**src/rtl/dmem_ram_bridge.sv**
```systemverilog
// dmem_ram_bridge: core data-memory port to a single-port, 64-bit-word RAM with
// combinational read. Handles byte/half/word/double accesses at any byte offset.
// Optional macro MISALIGN_SPLIT_EN: accesses that cross an 8-byte boundary are
// split into two RAM beats; without it only the first word is touched and
// misalign_err pulses.
module dmem_ram_bridge #(
    parameter logic [63:0] BASE_ADDR = 64'h8000_0000,
    parameter int unsigned IDX_W     = 28
) (
    input  logic             clock,
    input  logic             reset_n,
    input  logic             cmd_valid,
    output logic             cmd_ready,
    input  logic [63:0]      cmd_addr,
    input  logic             cmd_wen,
    input  logic [63:0]      cmd_wdata,
    input  logic [2:0]       cmd_size,
    output logic             rsp_valid,
    output logic [63:0]      rsp_data,
    output logic             misalign_err,
    output logic             ram_en,
    output logic [IDX_W-1:0] ram_idx,
    output logic             ram_wen,
    output logic [63:0]      ram_wdata,
    output logic [63:0]      ram_wmask,
    input  logic [63:0]      ram_rdata
);

`ifdef MISALIGN_SPLIT_EN
    localparam logic SPLIT_EN = 1'b1;
`else
    localparam logic SPLIT_EN = 1'b0;
`endif

    typedef enum logic [1:0] {IDLE, BEAT0, BEAT1, RESP} state_t;

    // Expand an 8-bit byte-lane mask to a 64-bit bit mask.
    function automatic logic [63:0] f_expand(input logic [7:0] bm);
        logic [63:0] m;
        m = '0;
        for (int i = 0; i < 8; i++) begin
            m[8*i +: 8] = {8{bm[i]}};
        end
        return m;
    endfunction

    state_t            r_state;
    logic [2:0]        r_off;
    logic [3:0]        r_nb;
    logic              r_wen;
    logic [63:0]       r_wdata;
    logic [IDX_W-1:0]  r_word;
    logic              r_cross;
    logic [63:0]       r_result;

    state_t            w_state_nxt;
    logic              w_accept;
    logic [63:0]       w_result_nxt;
    logic              w_ram_en_nxt;
    logic              w_ram_wen_nxt;
    logic [IDX_W-1:0]  w_ram_idx_nxt;
    logic [63:0]       w_ram_wdata_nxt;
    logic [7:0]        w_ram_bmask_nxt;
    logic              w_rsp_valid_nxt;
    logic [63:0]       w_rsp_data_nxt;
    logic              w_mis_nxt;

    // Request decode straight from the command inputs (first beat issues on accept).
    logic [1:0]        w_acc_sz;
    logic [2:0]        w_acc_off;
    logic [3:0]        w_acc_nb;
    logic [IDX_W-1:0]  w_acc_word;
    logic              w_acc_cross;
    logic [7:0]        w_acc_bmask;
    logic [63:0]       w_acc_wdata;

    assign w_acc_sz    = (cmd_size > 3'd3) ? 2'd3 : cmd_size[1:0];
    assign w_acc_off   = cmd_addr[2:0];
    assign w_acc_nb    = 4'd1 << w_acc_sz;
    assign w_acc_word  = IDX_W'((cmd_addr - BASE_ADDR) >> 3);
    assign w_acc_cross = ({1'b0, w_acc_off} + w_acc_nb) > 4'd8;
    assign w_acc_bmask = 8'(((16'd1 << w_acc_nb) - 16'd1) << w_acc_off);
    assign w_acc_wdata = cmd_wdata << {w_acc_off, 3'b000};

    // Second-beat values and load assembly from the latched request.
    logic [IDX_W-1:0]  w_b1_idx;
    logic [5:0]        w_b1_sh;
    logic [3:0]        w_b1_cnt;
    logic [7:0]        w_b1_bmask;
    logic [63:0]       w_b1_wdata;
    logic [63:0]       w_b0_rd;
    logic [63:0]       w_b1_rd;
    logic [63:0]       w_nmask;

    assign w_b1_idx   = r_word + IDX_W'(1);
    assign w_b1_sh    = 6'({(4'd8 - {1'b0, r_off}), 3'b000});
    assign w_b1_cnt   = {1'b0, r_off} + r_nb - 4'd8;
    assign w_b1_bmask = 8'((16'd1 << w_b1_cnt) - 16'd1);
    assign w_b1_wdata = r_wdata >> w_b1_sh;
    assign w_b0_rd    = ram_rdata >> {r_off, 3'b000};
    assign w_b1_rd    = r_result | (ram_rdata << w_b1_sh);
    assign w_nmask    = f_expand(8'((16'd1 << r_nb) - 16'd1));

    // Next state and next values of the registered outputs.
    always_comb begin
        w_state_nxt     = r_state;
        w_accept        = 1'b0;
        w_result_nxt    = r_result;
        w_ram_en_nxt    = 1'b0;
        w_ram_wen_nxt   = 1'b0;
        w_ram_idx_nxt   = '0;
        w_ram_wdata_nxt = '0;
        w_ram_bmask_nxt = '0;
        w_rsp_valid_nxt = 1'b0;
        w_rsp_data_nxt  = rsp_data;
        w_mis_nxt       = 1'b0;
        case (r_state)
            IDLE: begin
                if (cmd_valid) begin
                    w_accept        = 1'b1;
                    w_state_nxt     = BEAT0;
                    w_ram_en_nxt    = 1'b1;
                    w_ram_wen_nxt   = cmd_wen;
                    w_ram_idx_nxt   = w_acc_word;
                    w_ram_wdata_nxt = w_acc_wdata;
                    w_ram_bmask_nxt = w_acc_bmask;
                end
            end
            BEAT0: begin
                if (!r_wen) begin
                    w_result_nxt = w_b0_rd;
                end
                w_mis_nxt = r_cross && !SPLIT_EN;
                if (r_cross && SPLIT_EN) begin
                    w_state_nxt     = BEAT1;
                    w_ram_en_nxt    = 1'b1;
                    w_ram_wen_nxt   = r_wen;
                    w_ram_idx_nxt   = w_b1_idx;
                    w_ram_wdata_nxt = w_b1_wdata;
                    w_ram_bmask_nxt = w_b1_bmask;
                end else if (r_wen) begin
                    w_state_nxt = IDLE;
                end else begin
                    w_state_nxt     = RESP;
                    w_rsp_valid_nxt = 1'b1;
                    w_rsp_data_nxt  = w_b0_rd & w_nmask;
                end
            end
            BEAT1: begin
                if (r_wen) begin
                    w_state_nxt = IDLE;
                end else begin
                    w_result_nxt    = w_b1_rd;
                    w_state_nxt     = RESP;
                    w_rsp_valid_nxt = 1'b1;
                    w_rsp_data_nxt  = w_b1_rd & w_nmask;
                end
            end
            RESP: begin
                w_state_nxt = IDLE;
            end
            default: begin
                w_state_nxt = IDLE;
            end
        endcase
    end

    // State, request latch and output registers.
    always_ff @(posedge clock) begin
        if (!reset_n) begin
            r_state      <= IDLE;
            r_off        <= '0;
            r_nb         <= '0;
            r_wen        <= 1'b0;
            r_wdata      <= '0;
            r_word       <= '0;
            r_cross      <= 1'b0;
            r_result     <= '0;
            cmd_ready    <= 1'b1;
            rsp_valid    <= 1'b0;
            rsp_data     <= '0;
            misalign_err <= 1'b0;
            ram_en       <= 1'b0;
            ram_wen      <= 1'b0;
            ram_idx      <= '0;
            ram_wdata    <= '0;
            ram_wmask    <= '0;
        end else begin
            r_state      <= w_state_nxt;
            r_result     <= w_result_nxt;
            cmd_ready    <= (w_state_nxt == IDLE);
            rsp_valid    <= w_rsp_valid_nxt;
            rsp_data     <= w_rsp_data_nxt;
            misalign_err <= w_mis_nxt;
            ram_en       <= w_ram_en_nxt;
            ram_wen      <= w_ram_wen_nxt;
            ram_idx      <= w_ram_idx_nxt;
            ram_wdata    <= w_ram_wdata_nxt;
            ram_wmask    <= f_expand(w_ram_bmask_nxt);
            if (w_accept) begin
                r_off   <= w_acc_off;
                r_nb    <= w_acc_nb;
                r_wen   <= cmd_wen;
                r_wdata <= cmd_wdata;
                r_word  <= w_acc_word;
                r_cross <= w_acc_cross;
            end
        end
    end

endmodule

```
**config.mk**
```make
export PLATFORM = sky130hd
export DESIGN_NAME = dmem_ram_bridge
export DESIGN_NICKNAME = d
export VERILOG_FILES = /design/src/rtl/dmem_ram_bridge.sv
export SDC_FILE = /design/constraint.sdc
export NUM_CORES = 1
export LEC_CHECK = 0
export BUFFER_PORTS_ARGS = -buffer_cell sky130_fd_sc_hd__buf_2
export CORE_ASPECT_RATIO = 0.5
export CORE_UTILIZATION = 40
export DETAILED_ROUTE_END_ITERATION = 8
export GPL_TIMING_DRIVEN = 0
export PLACE_DENSITY = 0.78
export SYNTH_ARGS = -nofsm -noshare
export SYNTH_HDL_FRONTEND = slang
export SYNTH_SLANG_ARGS = --single-unit
```
**constraint.sdc**
```tcl
create_clock -name clock -period 2.76 [get_ports clock]
set_clock_uncertainty 0.1 [all_clocks]
set_input_delay 0 -clock clock [delete_from_list [all_inputs] [get_ports clock]]
set_output_delay 0 -clock clock [all_outputs]
set_load 0.05 [all_outputs]
```
==> results of run 1 <==
[critical path: stages (launching register included)]
cell	delay (ns)
dfxtp_1	0.42
buf_8	0.26
buf_2	0.36
buf_4	0.33
mux2i_1	0.26
mux2i_1	0.14
mux2i_1	0.56
o221ai_1	0.18
[power by group through the flow]
stage | registers [mW] | clock network, mW | logic, mW
6_report | 4.58 | 3.33 | 7.65
3_5_place_dp | 4.60 | 0 | 6.87
3_3_place_gp | 4.59 | 0 | 6.83
4_1_cts | 4.54 | 3.35 | 7.17
2_1_floorplan | 5.31 | 0 | 3.95
5_1_grt | 4.63 | 3.51 | 7.91
[flip-flops by register name, indices dropped and copies added, names as in the netlist, 2 cells and up]
name / cells
ram_wmask: 8
r_result: 64
r_nb: 4
ram_wdata: 64
rsp_data: 64
r_off: 3
r_state: 2
ram_idx: 28
[cell usage after synthesis, drive strengths merged (27+ instances only)]
| cell | number | share of area (%) |
|---|---|---|
| buf | 115 | 5.5 |
| nor3 | 27 | 0.98 |
| nor2 | 94 | 2.6 |
| clkbuf | 68 | 1.9 |
| nand2 | 142 | 3.9 |
| a32o | 34 | 2.5 |
| a21oi | 52 | 1.9 |
| a22o | 35 | 2.2 |
| mux2i | 127 | 9.3 |
| o21ai | 67 | 2.4 |
| dfxtp | 244 | 36 |
| mux4 | 59 | 9.8 |
| and2 | 41 | 1.9 |
[layer usage]
layer  track usage (%)  up-vias  share of wire, %  wire, um
met2              54.9     1341                45     27800
met3              11.6      411                13      7820
met4              18.9        0               6.9      4290
li1                  -     6579                 -         -
met5                 0        -                 0         0
met1              40.2     7310                36     22400
[per-stage QoR]
| stage | instances | cell area (um^2) |
|---|---|---|
| global placement | 2289 | 16200 |
| finish | 2501 | 18900 |
| CTS | 2496 | 18700 |
| floorplan | 1460 | 13700 |
| detailed placement | 2289 | 16200 |
| global route | 2500 | 18900 |
[repair_timing]
item	4_1_cts	5_1_grt
setup buffers	0	4
hold buffers	167	0
setup endpoints to repair	128	105
endpoints found under the hold margin	186	0
resized for setup	24	55
cloned	0	0
pin swaps	0	1
[layout make-up]
type                            instances  area share, %
Multi-Input combinational cell       1011           41.8
Antenna cell                            1         0.0132
Buffer                                181           5.74
Sequential cell                       244           25.8
Timing Repair Buffer                  559           19.3
Clock buffer                           29           3.43
Inverter                               22          0.450
Clock inverter                         13          0.622
Tap cell                              441           2.92
[kinds of logic after synthesis]
family / synth area share [%]
AOI/OAI and AO/OA: 20.2
muxes: 21.0
DFF: 35.5
xor gates and xnor gates: 0.319
and+or+nand+nor: 14.0
buffers and inverters: 7.92
adders and majority gates: 0.965
[worst max path at each step]
stage	cells past startpoint	to	from
global placement	11	r_result[16]	r_off[1]
detailed placement	10	r_result[44]	r_off[1]
floorplan	10	r_result[42]	r_off[1]
CTS	9	rsp_data[15]	r_state[0]
global route	9	r_result[44]	r_off[0]
finish	7	rsp_data[13]	r_off[1]
[cell usage in the layout (no fill, tap or decap), drive strengths merged, types with 7 or more instances in the layout]
cell type    Yosys  routed
a22o            35      35
mux4            59      59
dfxtp          244     244
nand2          142     142
mux2i          127     127
and2            41      41
clkbuf          68     103
nor2            94      94
a31oi           19      19
a211o            8       8
nor3            27      27
a2111o           7       7
nor2b            7       7
nand2b          21      21
nand3           26      26
nand3b          15      15
a32o            34      34
a221oi           7       7
o31ai           23      23
o211ai          22      22
mux2            24      24
a22oi            9       9
dlygate4sd3      0     167
ha               9       9
and3             9       9
a21oi           52      52
buf            115     499
or2             14      14
o22ai           11      11
a2111oi          8       8
o221ai          10      10
inv             22      23
a211oi          16      16
o21ai           67      67
==> results.cfg, run 1 <==
[critical_path]
cp_data_arrival_time_ns = 3.07
cp_data_required_time_ns = 3.08
path_class = flop to flop
critPathCaptureType = flop
cp-start-kind = flop
worstReg2RegEnd = rsp_data[13]
ff2ff_path_depth = 7
r2r_slack_ns = 0.008
r2r_start = r_off[1]
cp_max_fo = 28

[power_and_ir_drop]
netSwitchingFraction_pct = 45.3
power_mw = 15.5
clkPwrFrac_pct = 21.4
combPwrFrac_pct = 49.2
p_leak_nw = 8.29
ir_worst_vdd_v = 0.000416
seqPwrFrac_pct = 29.4
switching_power_mw = 7.04
p_int_mw = 8.51
p_per_area_mw_per_mm2 = 822

[global_routing]
track_usage_pct = 34.2
grt_max_degree = 29
grt_overflow = 0
grt_pass1_wl_mm = 92.5
grt_pass1_vias = 15300
antenna_found_initial = 0

[synthesis]
ys_async_sr_fraction_pct = 0
syn_inst = 1460
ys_ff_latch = 244
ys_seq_area_share_pct = 35.5
ys_types = 66
syn_area_mm2 = 0.0137
synth-edff-count = 0
synth_nets = 1669
synth_ff_type = dfxtp_1
avgSynthCellArea_um2 = 9.41
yosys_warnings = 0

[sta]
hold_violations = 0
fmax_ghz = 0.363
setup_viol = 0
fin_crit_sh_pct = 99.7
whs_ns = 0.0239
worstMarginPinSlew_ns = 1.11
tns_ns = 0
drv_slew = 0
period_minus_slack_ns = 2.75
setup_ws_ns = 0.00809
slew_headroom_pct = 25.8

[worst_hold_path]
hold_depth = 5
hold_class = input port to flop
min_to = r_result[22]
hold_start = ram_rdata[14]

[clock_network]
numClockSinks = 244
root_buffer = clkbuf_16
cts_tree = built
cts_buffers = 23
cts_max_level = 1
clockBufferDepth = 3
clk_pin_slew_ns = 0.07
clock_latency_ns = 0.56

[place]
dpl_worst_slack_ns = -0.717
io_buffers = 388
dp_hpwl_mm = 43.6
place_congestion = 1.05

[route]
wire_per_inst_um = 24.9
drt_pass1_iterations = 6
vias = 15600
wl_mm = 62.4
postRouteAntennaNets = 0
drt-initial-drc-count = 2167
drc = 0
viasPerCell = 6.25

[floorplan]
dieWidth_um = 264
fp-row-count = 47
die_height_um = 133
core_mm2 = 0.0334
initial_core_util_pct = 41.1
pin_count = 424
die_area_mm2 = 0.0351

[cells_and_area]
drive_above_1_share_pct = 32.7
multiInputGateArea_mm2 = 0.00790
area_delta_synth_final_pct = 37.7
final_util_pct = 56.7
seq_area_mm2 = 0.00488
fillCellCount = 2863
fin_nets = 2251

[run]
cap_violations = 0

[run_status]
status = finished clean
Note: power is estimated with default switching activity, not from simulation.
==> run 2: changes to the inputs <==
--- a/config.mk
+++ b/config.mk
@@ -8,9 +8,11 @@
 export BUFFER_PORTS_ARGS = -buffer_cell sky130_fd_sc_hd__buf_2
 export CORE_ASPECT_RATIO = 0.5
 export CORE_UTILIZATION = 40
+export CTS_CLUSTER_DIAMETER = 150
 export DETAILED_ROUTE_END_ITERATION = 8
 export GPL_TIMING_DRIVEN = 0
 export PLACE_DENSITY = 0.78
+export SETUP_SLACK_MARGIN = 0.05
 export SYNTH_ARGS = -nofsm -noshare
 export SYNTH_HDL_FRONTEND = slang
 export SYNTH_SLANG_ARGS = --single-unit
==> results.cfg, run 2 (synthesis results as in run 1) <==
[cells_and_area]
area_delta_synth_final_pct = 39.1
antenna_cells = 0
fillCellCount = 2834
reg_top3 = r_result: 64 flops, ram_wdata: 64 flops, rsp_data: 64 flops
fin_nets = 2266
final_cell_count_no_fill = 2517
drive_above_1_share_pct = 32.4
seq_area_mm2 = 0.00489
final_common_cell = buf_2
multiInputGateArea_mm2 = 0.00785
mostFrequentLayoutCells = buf_2 (412), dfxtp_1 (243), dlygate4sd3_1 (176), nand2_1 (142), mux2i_1 (124)
final_util_pct = 57.2

[sta]
worstMarginPinSlew_ns = 1.36
drv_slew = 0
period_minus_slack_ns = 2.71
setup_viol = 0
fin_crit_sh_pct = 98.3
rsz0062_at_grt = true
fmax_ghz = 0.369
slew_headroom_pct = 8.57
hold_violations = 0
tns_ns = 0

[floorplan]
die_area_mm2 = 0.0351
pin_count = 424
dieWidth_um = 264
fp-row-count = 47
die_height_um = 133
initial_core_util_pct = 41.1
core_mm2 = 0.0334

[place]
io_buffers = 388
dp_hpwl_mm = 43.6
place_congestion = 1.08
place_inst = 2289

[critical_path]
cp_max_fo = 10
critPathSlowestCell = o21bai_2
critPathTopFamily = buffers and inverters
cp_data_required_time_ns = 3.11
cp_data_arrival_time_ns = 3.06
critPathCaptureType = flop
crit_path_max_incr_delay_ns = 0.66
cp-start-kind = flop
worst-path-buf-inv = 4
path_class = flop to flop
cpMostUsedCell = buf_2
crit_chain = inv_1 > ha_1 > clkbuf_1 > o21bai_2 > buf_2 > buf_2 > nand3_1 > o41ai_1

[route]
viasPerCell = 6.25
postRouteAntennaNets = 0
vias = 15700
wl_mm = 62.1
wire_per_inst_um = 24.7
drt_pass1_iterations = 7
drc = 0
drt-initial-drc-count = 2138

[clock_network]
clock_latency_ns = 0.57
cts_max_level = 1
cts_tree = built
clockBufferDepth = 3
clk_pin_slew_ns = 0.07
cts_buffers = 25
root_buffer = clkbuf_16
numClockSinks = 244

[global_routing]
grt_pass1_wl_mm = 91.7
antenna_found_initial = 0
grt_pass1_vias = 15400
grt_overflow = 0
track_usage_pct = 33.9
grt_max_degree = 20

[worst_hold_path]
hold_class = input port to flop

[power_and_ir_drop]
power_mw = 15.9
p_per_area_mw_per_mm2 = 830
p_leak_nw = 8.40
ir_worst_vdd_v = 0.000458

[run]
cap_violations = 0

[run_status]
status = finished clean
[run 2: changes by cell type in the layout (fill, tap and decap cells not counted), sizes merged]
cell	change
dlygate4sd3	+9
inv	+3
buf	+6
diode	-1
bufinv	+1
clkinvlp	-4
clkbuf	+2
[run 2: power breakdown]
group / internal, mW / switching (mW)
clock: 2.07 / 1.61
combinational: 2.55 / 5.05
sequential: 4.19 / 0.381
[run 2: metrics by stage]
stage	instance area, um^2	hold slack [ns]	setup slack (ns)
finish	19100	0.0190	0.0468
global route	19100	0.0563	0.0434
CTS	19000	0.00153	0.0650
detailed placement	16200	0.101	-0.639
global placement	16200	0.0996	-0.631
floorplan	13800	0.0164	0.0666
[run 2: final timing paths]
path	start	end	slack [ns]	cells past startpoint
max reg2reg	r_state[0]	rsp_data[63]	0.05	8
min reg2reg	rsp_data[55]	rsp_data[55]	0.35	2
max	r_state[0]	rsp_data[63]	0.05	8
min	ram_rdata[54]	r_result[46]	0.02	5
[run 2: per-layer routing]
metal | track usage (%) | vias to the layer above | routed length [um]
li1 | - | 6608 | -
met1 | 40.7 | 7460 | 22500
met2 | 55.2 | 1311 | 28100
met3 | 9.58 | 352 | 7510
met4 | 18.2 | 2 | 3980
met5 | 0.946 | - | 15
[run 2: cell type report]
type | count | share of cell area, %
Sequential cell | 244 | 25.6
Timing Repair Buffer | 571 | 19.7
Clock buffer | 33 | 3.80
Clock inverter | 13 | 0.805
Multi-Input combinational cell | 1011 | 41.1
Tap cell | 441 | 2.89
Inverter | 22 | 0.445
Buffer | 182 | 5.74
[run 2: worst min-delay path: stages]
cell and delay (ns):
buf_2 0.17, nand3b_1 0.09, o21ai_0 0.11, or2_2 0.15
a32o_1 0.15
[run 2: timing repair]
item	in CTS	in global routing
endpoints found under the setup margin	128	82
hold buffers	176	0
buffers inserted	2	5
gates resized for setup	32	31
pin swaps	0	0
endpoints found under the hold margin	194	0
==> run 3: changes to the inputs <==
--- a/config.mk
+++ b/config.mk
@@ -12,6 +12,7 @@
 export DETAILED_ROUTE_END_ITERATION = 8
 export GPL_TIMING_DRIVEN = 0
 export PLACE_DENSITY = 0.78
+export REMOVE_ABC_BUFFERS = 1
 export SETUP_SLACK_MARGIN = 0.05
 export SYNTH_ARGS = -nofsm -noshare
 export SYNTH_HDL_FRONTEND = slang
==> results.cfg, run 3 (synthesis results as in run 1) <==
[run_status]
status = complete, but fails checks
violations = negative hold slack

[route]
drt_pass1_iterations = 8
viasPerCell = 6.29
drc = 0
wire_per_inst_um = 23.6
postRouteAntennaNets = 0
drt-initial-drc-count = 2042
wl_mm = 56.8
vias = 15100

[sta]
slew_headroom_pct = 20.7
whs_ns = -0.0309
period_minus_slack_ns = 2.66
drv_slew = 0
tns_ns = 0
worstMarginPinSlew_ns = 1.19
rsz0062_at_grt = false
fin_crit_sh_pct = 96.3
fmax_ghz = 0.376
setup_ws_ns = 0.103
hold_violations = 4
setup_viol = 0

[cells_and_area]
reg_top3 = r_result: 64 flops, ram_wdata: 64 flops, rsp_data: 64 flops
drive_above_1_share_pct = 31.9
final_common_cell = buf_2
fin_nets = 2148
final_cell_count_no_fill = 2403
area_delta_synth_final_pct = 38.8
final_util_pct = 57.1
mostFrequentLayoutCells = buf_2 (388), dfxtp_1 (241), dlygate4sd3_1 (187), nand2_1 (139), mux2i_1 (127)

[place]
place_inst = 2122
place_congestion = 0.867
dpl_worst_slack_ns = -1.70
io_buffers = 390
dp_hpwl_mm = 31.0

[critical_path]
worstReg2RegEnd = rsp_data[55]
path_class = input port to flop
cp_max_fo = 60
ff2ff_path_depth = 9
cpMostUsedCell = dlygate4sd3_1
critPathSlowestCell = dlygate4sd3_1
r2r_start = r_off[0]
worst-path-buf-inv = 5
critPathTopFamily = buffers and inverters
cp_data_arrival_time_ns = 2.98
cp_data_required_time_ns = 3.08
crit_path_max_incr_delay_ns = 0.61
crit_chain = buf_6 > buf_16 > mux2i_1 > dlygate4sd3_1 > nand2_1 > nand3_1 > dlygate4sd3_1 > a21oi_1 > dlygate4sd3_1
cp-start-kind = input port
r2r_slack_ns = 0.11
critPathCaptureType = flop

[power_and_ir_drop]
p_per_area_mw_per_mm2 = 827
ir_worst_vdd_v = 0.000545
p_leak_nw = 8.19

[floorplan]
pin_count = 424
die_height_um = 133
initial_core_util_pct = 41.1
core_mm2 = 0.0334
fp-row-count = 47
die_area_mm2 = 0.0351
dieWidth_um = 264

[worst_hold_path]
min_to = ram_wdata[43]
hold_start = cmd_addr[0]
hold_class = input port to flop
hold_depth = 4

[clock_network]
root_buffer = clkbuf_16
cts_buffers = 25
cts_tree = built
clk_pin_slew_ns = 0.07
cts_max_level = 1
clock_latency_ns = 0.55
numClockSinks = 244
clockBufferDepth = 3

[global_routing]
grt_pass1_wl_mm = 82.7
met1_usage_pct = 34.7
use_met3_pct = 7.76
grt-busiest-layer = met2
grt_max_degree = 76
grt_pass1_vias = 14600
track_usage_pct = 29.7
grt_overflow = 0
antenna_found_initial = 4
use_met2_pct = 49.7

[run]
cap_violations = 0
## run 3: changes by cell type in the layout (fill, tap and decap cells not counted), sizes merged
cell,before,now
buf,505,441
bufinv,2,1
dlygate4sd3,176,187
xor2,3,4
diode,0,4
inv,26,24
bufbuf,0,2
clkinvlp,1,4
clkbuf,105,37
## run 3: worst max-delay path by stage
stage | slack (ns) | start | endpoint | cells past startpoint
detailed placement | -1.70 | r_off[0] | rsp_data[39] | 7
CTS | 0.05 | r_off[0] | r_result[44] | 7
floorplan | -5.04 | r_off[0] | r_result[39] | 6
finish | 0.10 | cmd_addr[1] | ram_wdata[60] | 9
global placement | -8.58 | r_off[0] | r_result[16] | 6
global route | 0.03 | r_state[0] | rsp_data[4] | 8
## run 3: through the flow
| step | power (mW) | cell area [um^2] |
|---|---|---|
| floorplan | 8.96 | 12700 |
| global placement | 10.8 | 15200 |
| detailed placement | 11.0 | 15600 |
| CTS | 15.1 | 18700 |
| global route | 16.3 | 19100 |
| finish | 15.8 | 19100 |
## run 3: final cells by class
| class | count | area, um^2 |
|---|---|---|
| Sequential cell | 244 | 4890 |
| Multi-Input combinational cell | 1012 | 8040 |
| Antenna cell | 4 | 10.0 |
| Clock buffer | 34 | 729 |
| Tap cell | 441 | 552 |
| Timing Repair Buffer | 633 | 4640 |
| Clock inverter | 12 | 101 |
| Timing Repair inverter | 1 | 5.00 |
| Inverter | 22 | 98.8 |
| Fill cell | 2656 | 14300 |
## run 3: report_power, final
group | internal [mW] | leakage [nW] | switching [mW]
Clock | 1.96 | 0.412 | 1.55
Combinational | 2.79 | 5.79 | 4.85
Sequential | 4.19 | 1.99 | 0.442
Total | 8.94 | 8.19 | 6.84
## run 3: routing by layer
layer  vias up  routed length [um]
li1       6382                   -
met1      7134               19700
met2      1218               26300
met3       377                6730
met4         0                4000
met5         -                   0
## run 3: what timing repair did
item | in CTS | in global routing
setup endpoints to repair | 174 | 125
hold endpoints to repair | 209 | 1
pin swaps | 3 | 3
hold buffers | 186 | 1
cloned | 3 | 3
buffers inserted | 16 | 22
gates resized for setup | 30 | 21
## run 3: tightest hold or removal path: stages
cell,delay (ns)
buf_6,0.25
nand2_1,0.14
a31oi_1,0.08
nor2_1,0.08
